## config.mk

```make
export PLATFORM = sky130hd
export DESIGN_NAME = state_timer_mc
export DESIGN_NICKNAME = d
export VERILOG_FILES = /design/src/rtl/state_timer_mc.sv
export SDC_FILE = /design/constraint.sdc
export NUM_CORES = 1
export LEC_CHECK = 0
export CORE_UTILIZATION = 49
export DETAILED_ROUTE_END_ITERATION = 7
export PLACE_DENSITY = 0.85
export SYNTH_ARGS = -nofsm -noshare
export SYNTH_HDL_FRONTEND = slang
export SYNTH_SLANG_ARGS = --single-unit
```

## constraint.sdc

```tcl
create_clock -name clk_sys -period 3.6 [get_ports clk_sys]
set_clock_uncertainty 0.1 [all_clocks]
set_input_delay 0.54 -clock clk_sys [delete_from_list [all_inputs] [get_ports clk_sys]]
set_output_delay 0.54 -clock clk_sys [all_outputs]
set_load 0.1 [all_outputs]
```

## src/rtl/state_timer_mc.sv

```systemverilog
// Multi-channel state-duration timer: counts cycles while start&over qualifiers are high, captures on fall.
// Latency: count/flags registered one cycle after the sampled qualifier; capture strobe one cycle after the fall.
// Backpressure: none; the block observes qualifiers every cycle and never stalls.
module state_timer_mc #(
    parameter int WIDTH    = 5,
    parameter int CHANNELS = 4
) (
    input  logic                      clk_sys,
    input  logic                      rst_n,
    input  logic [CHANNELS-1:0]       statestart,
    input  logic [CHANNELS-1:0]       stateover,
    input  logic                      sat_mode,
    input  logic [WIDTH-1:0]          threshold,
    output logic [CHANNELS*WIDTH-1:0] count,
    output logic [CHANNELS*WIDTH-1:0] cap_value,
    output logic [CHANNELS-1:0]       cap_valid,
    output logic [CHANNELS-1:0]       ovf,
    output logic [CHANNELS-1:0]       timeout,
    output logic                      busy
);

    typedef enum logic [1:0] {
        ST_IDLE = 2'd0,
        ST_RUN  = 2'd1,
        ST_SAT  = 2'd2
    } state_t;

    localparam logic [WIDTH-1:0] ALL_ONES = '1;
    localparam logic [WIDTH-1:0] ONE      = {{(WIDTH-1){1'b0}}, 1'b1};

    // Per-channel "will be active next cycle", used to register busy alongside the states.
    logic [CHANNELS-1:0] active_d;
    logic                busy_q;

    for (genvar g = 0; g < CHANNELS; g++) begin : g_ch
        state_t           state_q, state_d;
        logic [WIDTH-1:0] count_q, count_d;
        logic [WIDTH-1:0] cap_q, cap_d;
        logic             cap_vld_q, cap_vld_d;
        logic             ovf_q, ovf_d;
        logic             to_q, to_d;
        logic             en;

        // Qualifiers are already in the clk_sys domain, so no synchroniser.
        assign en = statestart[g] & stateover[g];

        // Next-state logic for the channel FSM, counter, capture and flags.
        always_comb begin
            state_d   = state_q;
            count_d   = count_q;
            cap_d     = cap_q;
            cap_vld_d = 1'b0;
            ovf_d     = ovf_q;
            case (state_q)
                ST_IDLE: begin
                    count_d = '0;
                    if (en) begin
                        state_d = ST_RUN;
                        count_d = ONE;
                        ovf_d   = 1'b0;
                    end
                end
                ST_RUN: begin
                    if (!en) begin
                        state_d   = ST_IDLE;
                        cap_d     = count_q;
                        cap_vld_d = 1'b1;
                        count_d   = '0;
                    end else if (count_q == ALL_ONES) begin
                        if (sat_mode) begin
                            state_d = ST_SAT;
                        end else begin
                            count_d = '0;
                            ovf_d   = 1'b1;
                        end
                    end else begin
                        count_d = count_q + ONE;
                    end
                end
                ST_SAT: begin
                    if (!en) begin
                        state_d   = ST_IDLE;
                        cap_d     = ALL_ONES;
                        cap_vld_d = 1'b1;
                        count_d   = '0;
                    end else if (!sat_mode) begin
                        // Leaving saturation behaves like the wrap that was held off.
                        state_d = ST_RUN;
                        count_d = '0;
                        ovf_d   = 1'b1;
                    end else begin
                        count_d = ALL_ONES;
                    end
                end
                default: begin
                    state_d = ST_IDLE;
                    count_d = '0;
                end
            endcase
            // Timeout is derived from the next count so it lines up with the registered count.
            to_d = (state_d != ST_IDLE) && (threshold != '0) && (count_d >= threshold);
        end

        // Channel state registers with synchronous active-low reset.
        always_ff @(posedge clk_sys) begin
            if (!rst_n) begin
                state_q   <= ST_IDLE;
                count_q   <= '0;
                cap_q     <= '0;
                cap_vld_q <= 1'b0;
                ovf_q     <= 1'b0;
                to_q      <= 1'b0;
            end else begin
                state_q   <= state_d;
                count_q   <= count_d;
                cap_q     <= cap_d;
                cap_vld_q <= cap_vld_d;
                ovf_q     <= ovf_d;
                to_q      <= to_d;
            end
        end

        assign active_d[g]                = (state_d != ST_IDLE);
        assign count[g*WIDTH +: WIDTH]     = count_q;
        assign cap_value[g*WIDTH +: WIDTH] = cap_q;
        assign cap_valid[g]               = cap_vld_q;
        assign ovf[g]                     = ovf_q;
        assign timeout[g]                 = to_q;
    end

    // Busy is registered from the next states so it tracks the FSMs cycle for cycle.
    always_ff @(posedge clk_sys) begin
        if (!rst_n) begin
            busy_q <= 1'b0;
        end else begin
            busy_q <= |active_d;
        end
    end

    assign busy = busy_q;

endmodule

```

==> impl_metrics.ini, run 1 <==
[synthesis]
synth_compound_area_share_pct = 19.0
yosysUniqueCellTypes = 49
synthTopCellsByCount = 61 x dfxtp_1, 58 x nor2_1, 49 x ha_1
synth_top_family_by_area = simple AND/OR/NAND/NOR gates
synthCells = 446
synth-seq-cells = 61
synth_most_common_cell = dfxtp_1
synth-xor-area-share_pct = 0.915
synth-simple-area-share_pct = 22.4
netlist.area_leader.share_pct = 31.9
synth_ff_type = dfxtp_1
yosysSeqAreaShare_pct = 31.9
synth.avg_cell_area_um2 = 8.59
synth_fp_nets = 511
synth-async-reset-ratio_pct = 0
synth_area_um2 = 3830
yosysTopAreaCell = dfxtp_1
synth_area_leaders = dfxtp_1 32%, ha_1 16%, nor2_1 5.7%
yosysWarnings = 0
synthMuxAreaShare_pct = 2.29
synthAdderAreaFrac_pct = 16.0
synth_edf_count = 0

[flow_run]
max_cap_violations = 0

[die]
rows = 31
initial_core_util_pct = 51.7
pin_count = 69
core_area_um2 = 7410
die_w_um = 90.4
dieArea_um2 = 8170
chipHeight_um = 90.4

[cells_and_area]
nNetsFinal = 559
multi_input_area_um2 = 2320
register_area_um2 = 1220
fillCellCount = 606
drive_gt1_share_pct = 7.85
finalNonFillerCells = 596
antenna_cells = 0
syn_to_final_growth_pct = 20.9

[route]
drt_drc_violations_left = 0
antenna_left = 0
wl_um = 8810
via_per_inst = 5.70
detail_route.iter0.violations = 152
wl_per_cell_um = 14.8
vias = 3398
dr.pass1.iters = 4

[setup_path]
path_cells = ha_1 > and3_1 > ha_1 > a31oi_1 > nor2_1 > o311ai_0 > ha_1 > nand2b_1 > a21o_1 > a21o_1 > a21o_1 > a21oi_1 > nor3_1
regToRegEndpoint = g_ch[3].to_q
cp_data_arrival_time_ns = 3.33
r2r_cells = 13
r2r-start = g_ch[3].count_q[0]
reg2reg_slack_ns = 0.39
crit_type = register to register
slowest_delay_ns = 0.51
endpoint_kind = register
required_ns = 3.72
slowest_stage = o311ai_0
startpoint_type = register
cp_max_fo = 6

[power]
p_clk_share_pct = 36.2
p_int_w = 0.00119
p_seq_share_pct = 41.2
power_density_nw_per_um2 = 377
power_w = 0.00175
p_comb_share_pct = 22.6
peakVddDrop_uv = 168
power.switching_w = 0.000561
swShare_pct = 32.1
p_leak_nw = 2.00

[grt]
grt_pass1_wl_um = 15000
antenna_found_initial = 0
globalRouteTotalUtil_pct = 22.7
grt_overflow = 0
grt_pass1_vias = 3133
grt_max_degree = 39

[timing]
slew_headroom_pct = 34.0
rsz0062_at_grt = no
hold_viol_final = 0
min_period_ns = 3.21
setup_viol = 0
tightest_slew_ns = 0.987
max_freq_mhz = 311
fin_tns_setup_ns = 0
slew_viol_final = 0
post-route-period-util_pct = 89.3

[placement]
dp_hpwl_um = 6200
gp_congestion = 0.853
io_buffer_count = 68
dp_cells = 582

[clock_network]
postCtsHoldBufs = 0
ctsResizeCount = 0
clkSlewWorstSetupHoldPaths_ns = 0.07
cts_tree = yes
postCtsSetupRepairBufs = 0
cts_buffers = 9
htreeDepth = 3
cts-root-buf = clkbuf_8
clockBufferDepth = 2
clk_latency_ns = 0.35
cts.sinks = 61

[min_path]
holdPathEnd = g_ch[1].cap_q[3]
hold_start = g_ch[1].cap_q[3]
holdPathStages = 2
hp-class = register to register

[run_status]
outcome = finished clean
==> kinds of logic after synthesis <==
| group | count (synthesis) |
|---|---|
| compound gates | 103 |
| xor+xnor | 4 |
| fa+ha+maj | 49 |
| buf+inv | 51 |
| flops | 61 |
| mux | 8 |
| simple gates | 170 |
==> registers in the layout, summed over array words and instances (netlist names) <==
| name | count |
|---|---|
| g_ch.count_q | 20 |
| g_ch.cap_vld_q | 4 |
| g_ch.cap_q | 20 |
| busy | 1 |
| g_ch.state_q | 8 |
| g_ch.to_q | 4 |
| g_ch.ovf_q | 4 |
==> how the worst max path moves through the flow <==
stage,startpoint,end,depth (start not counted)
2_1_floorplan,g_ch[1].count_q[0],g_ch[1].to_q,13
3_3_place_gp,sat_mode,g_ch[0].to_q,11
3_5_place_dp,sat_mode,g_ch[0].to_q,11
4_1_cts,g_ch[3].count_q[0],g_ch[3].to_q,13
5_1_grt,g_ch[3].count_q[0],g_ch[3].to_q,13
6_report,g_ch[3].count_q[0],g_ch[3].to_q,13
==> per-layer routing <==
layer	wire length [µm]	vias to the layer above	GRT usage, %
met1	4060	1572	29.1
li1	-	1674	-
met4	238	0	12.0
met2	4000	128	36.6
met5	0	-	0
met3	513	24	3.79
==> metrics by stage <==
step	hold slack (ns)	util [%]	instance area [µm²]	worst slack (ns)
final	0.398	62.5	4630	0.387
after global routing	0.428	62.5	4630	0.182
after CTS	0.400	62.5	4630	0.392
after detailed placement	0.390	59.8	4430	0.409
after global placement	0.387	59.8	4430	0.474
after floorplan	0.387	-	3830	0.0441
==> cell usage in the layout, fill, tap and decap left out, drive strengths merged, types with 3 or more instances in the layout <==
cell type,instances
or3,3
clkbuf,13
xnor2,4
nor3b,4
o21ai,11
nand3,6
a21oi,33
nor3,7
a31oi,4
nand2,28
mux2,6
nor2b,3
nand2b,12
o221a,10
inv,18
o311ai,3
nand4b,3
nor2,58
a221oi,6
and3,18
and2,19
clkdlybuf4s50,68
dfxtp,61
a21o,13
a211oi,12
ha,49
nand4,6
==> cell type report <==
type / count / area share (%)
clock inverters: 1 / 0.649
repair buffers: 70 / 15.0
multi-input cells: 334 / 50.2
flip-flops and latches: 61 / 26.4
clock buffers: 13 / 3.65
inverters: 18 / 1.46
well taps: 99 / 2.68
==> worst max-delay path: cells and delay by family, from the launching register on <==
family	cells	cell delay, ns
simple gates	4	0.48
compound gates	6	1.33
fa+ha+maj	3	0.80
flops	1	0.38
==> power by group through the flow <==
stage                     clock (W)  combinational (W)  sequential (W)
final                      0.000632           0.000395        0.000720
after global routing       0.000673           0.000422        0.000724
after floorplan                   0           0.000175        0.000870
after global placement            0           0.000388        0.000734
after CTS                  0.000635           0.000396        0.000720
after detailed placement          0           0.000395        0.000735
(Power assumes the default switching activity.)
==> inputs of run 2 (changes only) <==
--- a/config.mk
+++ b/config.mk
@@ -5,9 +5,11 @@
 export SDC_FILE = /design/constraint.sdc
 export NUM_CORES = 1
 export LEC_CHECK = 0
-export CORE_UTILIZATION = 49
+export CORE_MARGIN = 2
+export CORE_UTILIZATION = 53
 export DETAILED_ROUTE_END_ITERATION = 7
-export PLACE_DENSITY = 0.85
+export PLACE_DENSITY = 0.9
+export SLEW_MARGIN = 20
 export SYNTH_ARGS = -nofsm -noshare
 export SYNTH_HDL_FRONTEND = slang
 export SYNTH_SLANG_ARGS = --single-unit
==> impl_metrics.ini, run 2 (same netlist as run 1, synthesis figures left out) <==
[run_status]
outcome = finished clean

[route]
antenna_left = 0
vias = 3398
wl_um = 8730
dr.pass1.iters = 5
detail_route.iter0.violations = 141
wl_per_cell_um = 14.7
via_per_inst = 5.71
drt_drc_violations_left = 0

[clock_network]
cts.sinks = 61
clk_latency_ns = 0.34
postCtsHoldBufs = 0
cts-root-buf = clkbuf_8
clockBufferDepth = 2
htreeDepth = 3
cts_tree = yes
ctsResizeCount = 0
clkSlewWorstSetupHoldPaths_ns = 0.07
cts_buffers = 9
postCtsSetupRepairBufs = 0

[grt]
grt_pass1_wl_um = 14100
grt_pass1_vias = 3068
antenna_found_initial = 0
grt_overflow = 0
globalRouteTotalUtil_pct = 22.9
grt_max_degree = 39

[timing]
hold_viol_final = 0
post-route-period-util_pct = 88.7
tightest_slew_ns = 0.994
min_period_ns = 3.19
max_freq_mhz = 313
setup_viol = 0
slew_headroom_pct = 33.5
rsz0062_at_grt = no
fin_tns_setup_ns = 0
slew_viol_final = 0

[cells_and_area]
fillCellCount = 557
final_common_cell = clkdlybuf4s50_1
antenna_cells = 0
register_area_um2 = 1220
syn_to_final_growth_pct = 19.8
fin_util_pct = 66.4
layout_common_cells = 68 x clkdlybuf4s50_1, 61 x dfxtp_1, 58 x nor2_1, 49 x ha_1, 32 x a21oi_1
drive_gt1_share_pct = 7.82
multi_input_area_um2 = 2320
nNetsFinal = 559
largestRegisters = g_ch.cap_q (20), g_ch.count_q (20), g_ch.state_q (8)

[power]
power_density_nw_per_um2 = 357
p_clk_share_pct = 31.7
power.switching_w = 0.000571
p_seq_share_pct = 44.0
p_leak_nw = 1.98
peakVddDrop_uv = 199
p_int_w = 0.00106
swShare_pct = 34.9
p_comb_share_pct = 24.3

[setup_path]
path_delay_family = compound AO/OA/AOI/OAI gates
required_ns = 3.70
path_cells = ha_1 > and3_1 > ha_1 > a31oi_1 > nor2_1 > o311ai_0 > ha_1 > nand2b_1 > a21o_1 > a21o_1 > a21o_1 > a21oi_1 > nor3_1
cp_data_arrival_time_ns = 3.30
slowest_stage = o311ai_0
startpoint_type = register
cp_max_fo = 6
crit_type = register to register
path_buf_inv = 0
slowest_delay_ns = 0.52
endpoint_kind = register

[die]
chipHeight_um = 89.0
dieArea_um2 = 7920
rows = 30
core_area_um2 = 6910
initial_core_util_pct = 55.5
die_w_um = 89.0
pin_count = 69

[placement]
io_buffer_count = 68
gp_congestion = 0.871
dp_hpwl_um = 6410

[flow_run]
max_cap_violations = 0

[min_path]
hp-class = register to register
## run 2: cell types whose count changed in the layout (fill, tap and decap cells not counted)
cell / delta
clkbuf_8: -3
clkbuf_1: +2
clkinv_2: +2
clkinvlp_4: +2
bufinv_16: -1
## run 2: path summary, 6_finish.rpt
| check | slack [ns] | end | start | depth (start not counted) |
|---|---|---|---|---|
| min | 0.41 | g_ch[3].cap_q[1] | g_ch[3].cap_q[1] | 2 |
| max reg2reg | 0.41 | g_ch[1].to_q | g_ch[1].count_q[0] | 13 |
| max | 0.41 | g_ch[1].to_q | g_ch[1].count_q[0] | 13 |
| min reg2reg | 0.41 | g_ch[3].cap_q[1] | g_ch[3].cap_q[1] | 2 |
## run 2: cell type report
cell class / count / area share (%)
clock buffer: 12 / 2.95
clock inverter: 4 / 0.546
multi-input combinational: 334 / 50.6
sequential: 61 / 26.6
timing repair buffer: 70 / 15.2
inverter: 18 / 1.47
tap: 96 / 2.62
## run 2: power groups by stage
stage / sequential, W / clock [W] / combinational, W
after CTS: 0.000720 / 0.000531 / 0.000397
final: 0.000720 / 0.000519 / 0.000397
after detailed placement: 0.000735 / 0 / 0.000397
after floorplan: 0.000870 / 0 / 0.000175
after global placement: 0.000734 / 0 / 0.000388
after global routing: 0.000723 / 0.000558 / 0.000424
## run 2: per-layer routing
metal	track usage [%]	routed length, µm
met2	38.4	4160
met3	4.71	401
met5	0	0
met1	28.0	3940
met4	11.0	220
## run 2: worst min-delay path, cell delays in order (launching register included)
cell,delay (ns)
dfxtp_1,0.31
nor2_1,0.10
a211oi_1,0.05
## run 2: stage by stage
step	instances	instance area (µm²)	worst slack, ns	total power (W)	hold WS [ns]
after global placement	579	4430	0.486	0.00112	0.387
final	595	4590	0.406	0.00164	0.406
after CTS	595	4590	0.409	0.00165	0.406
after global routing	595	4590	0.113	0.00170	0.424
after detailed placement	579	4430	0.380	0.00113	0.396
after floorplan	446	3830	0.0441	0.00105	0.387
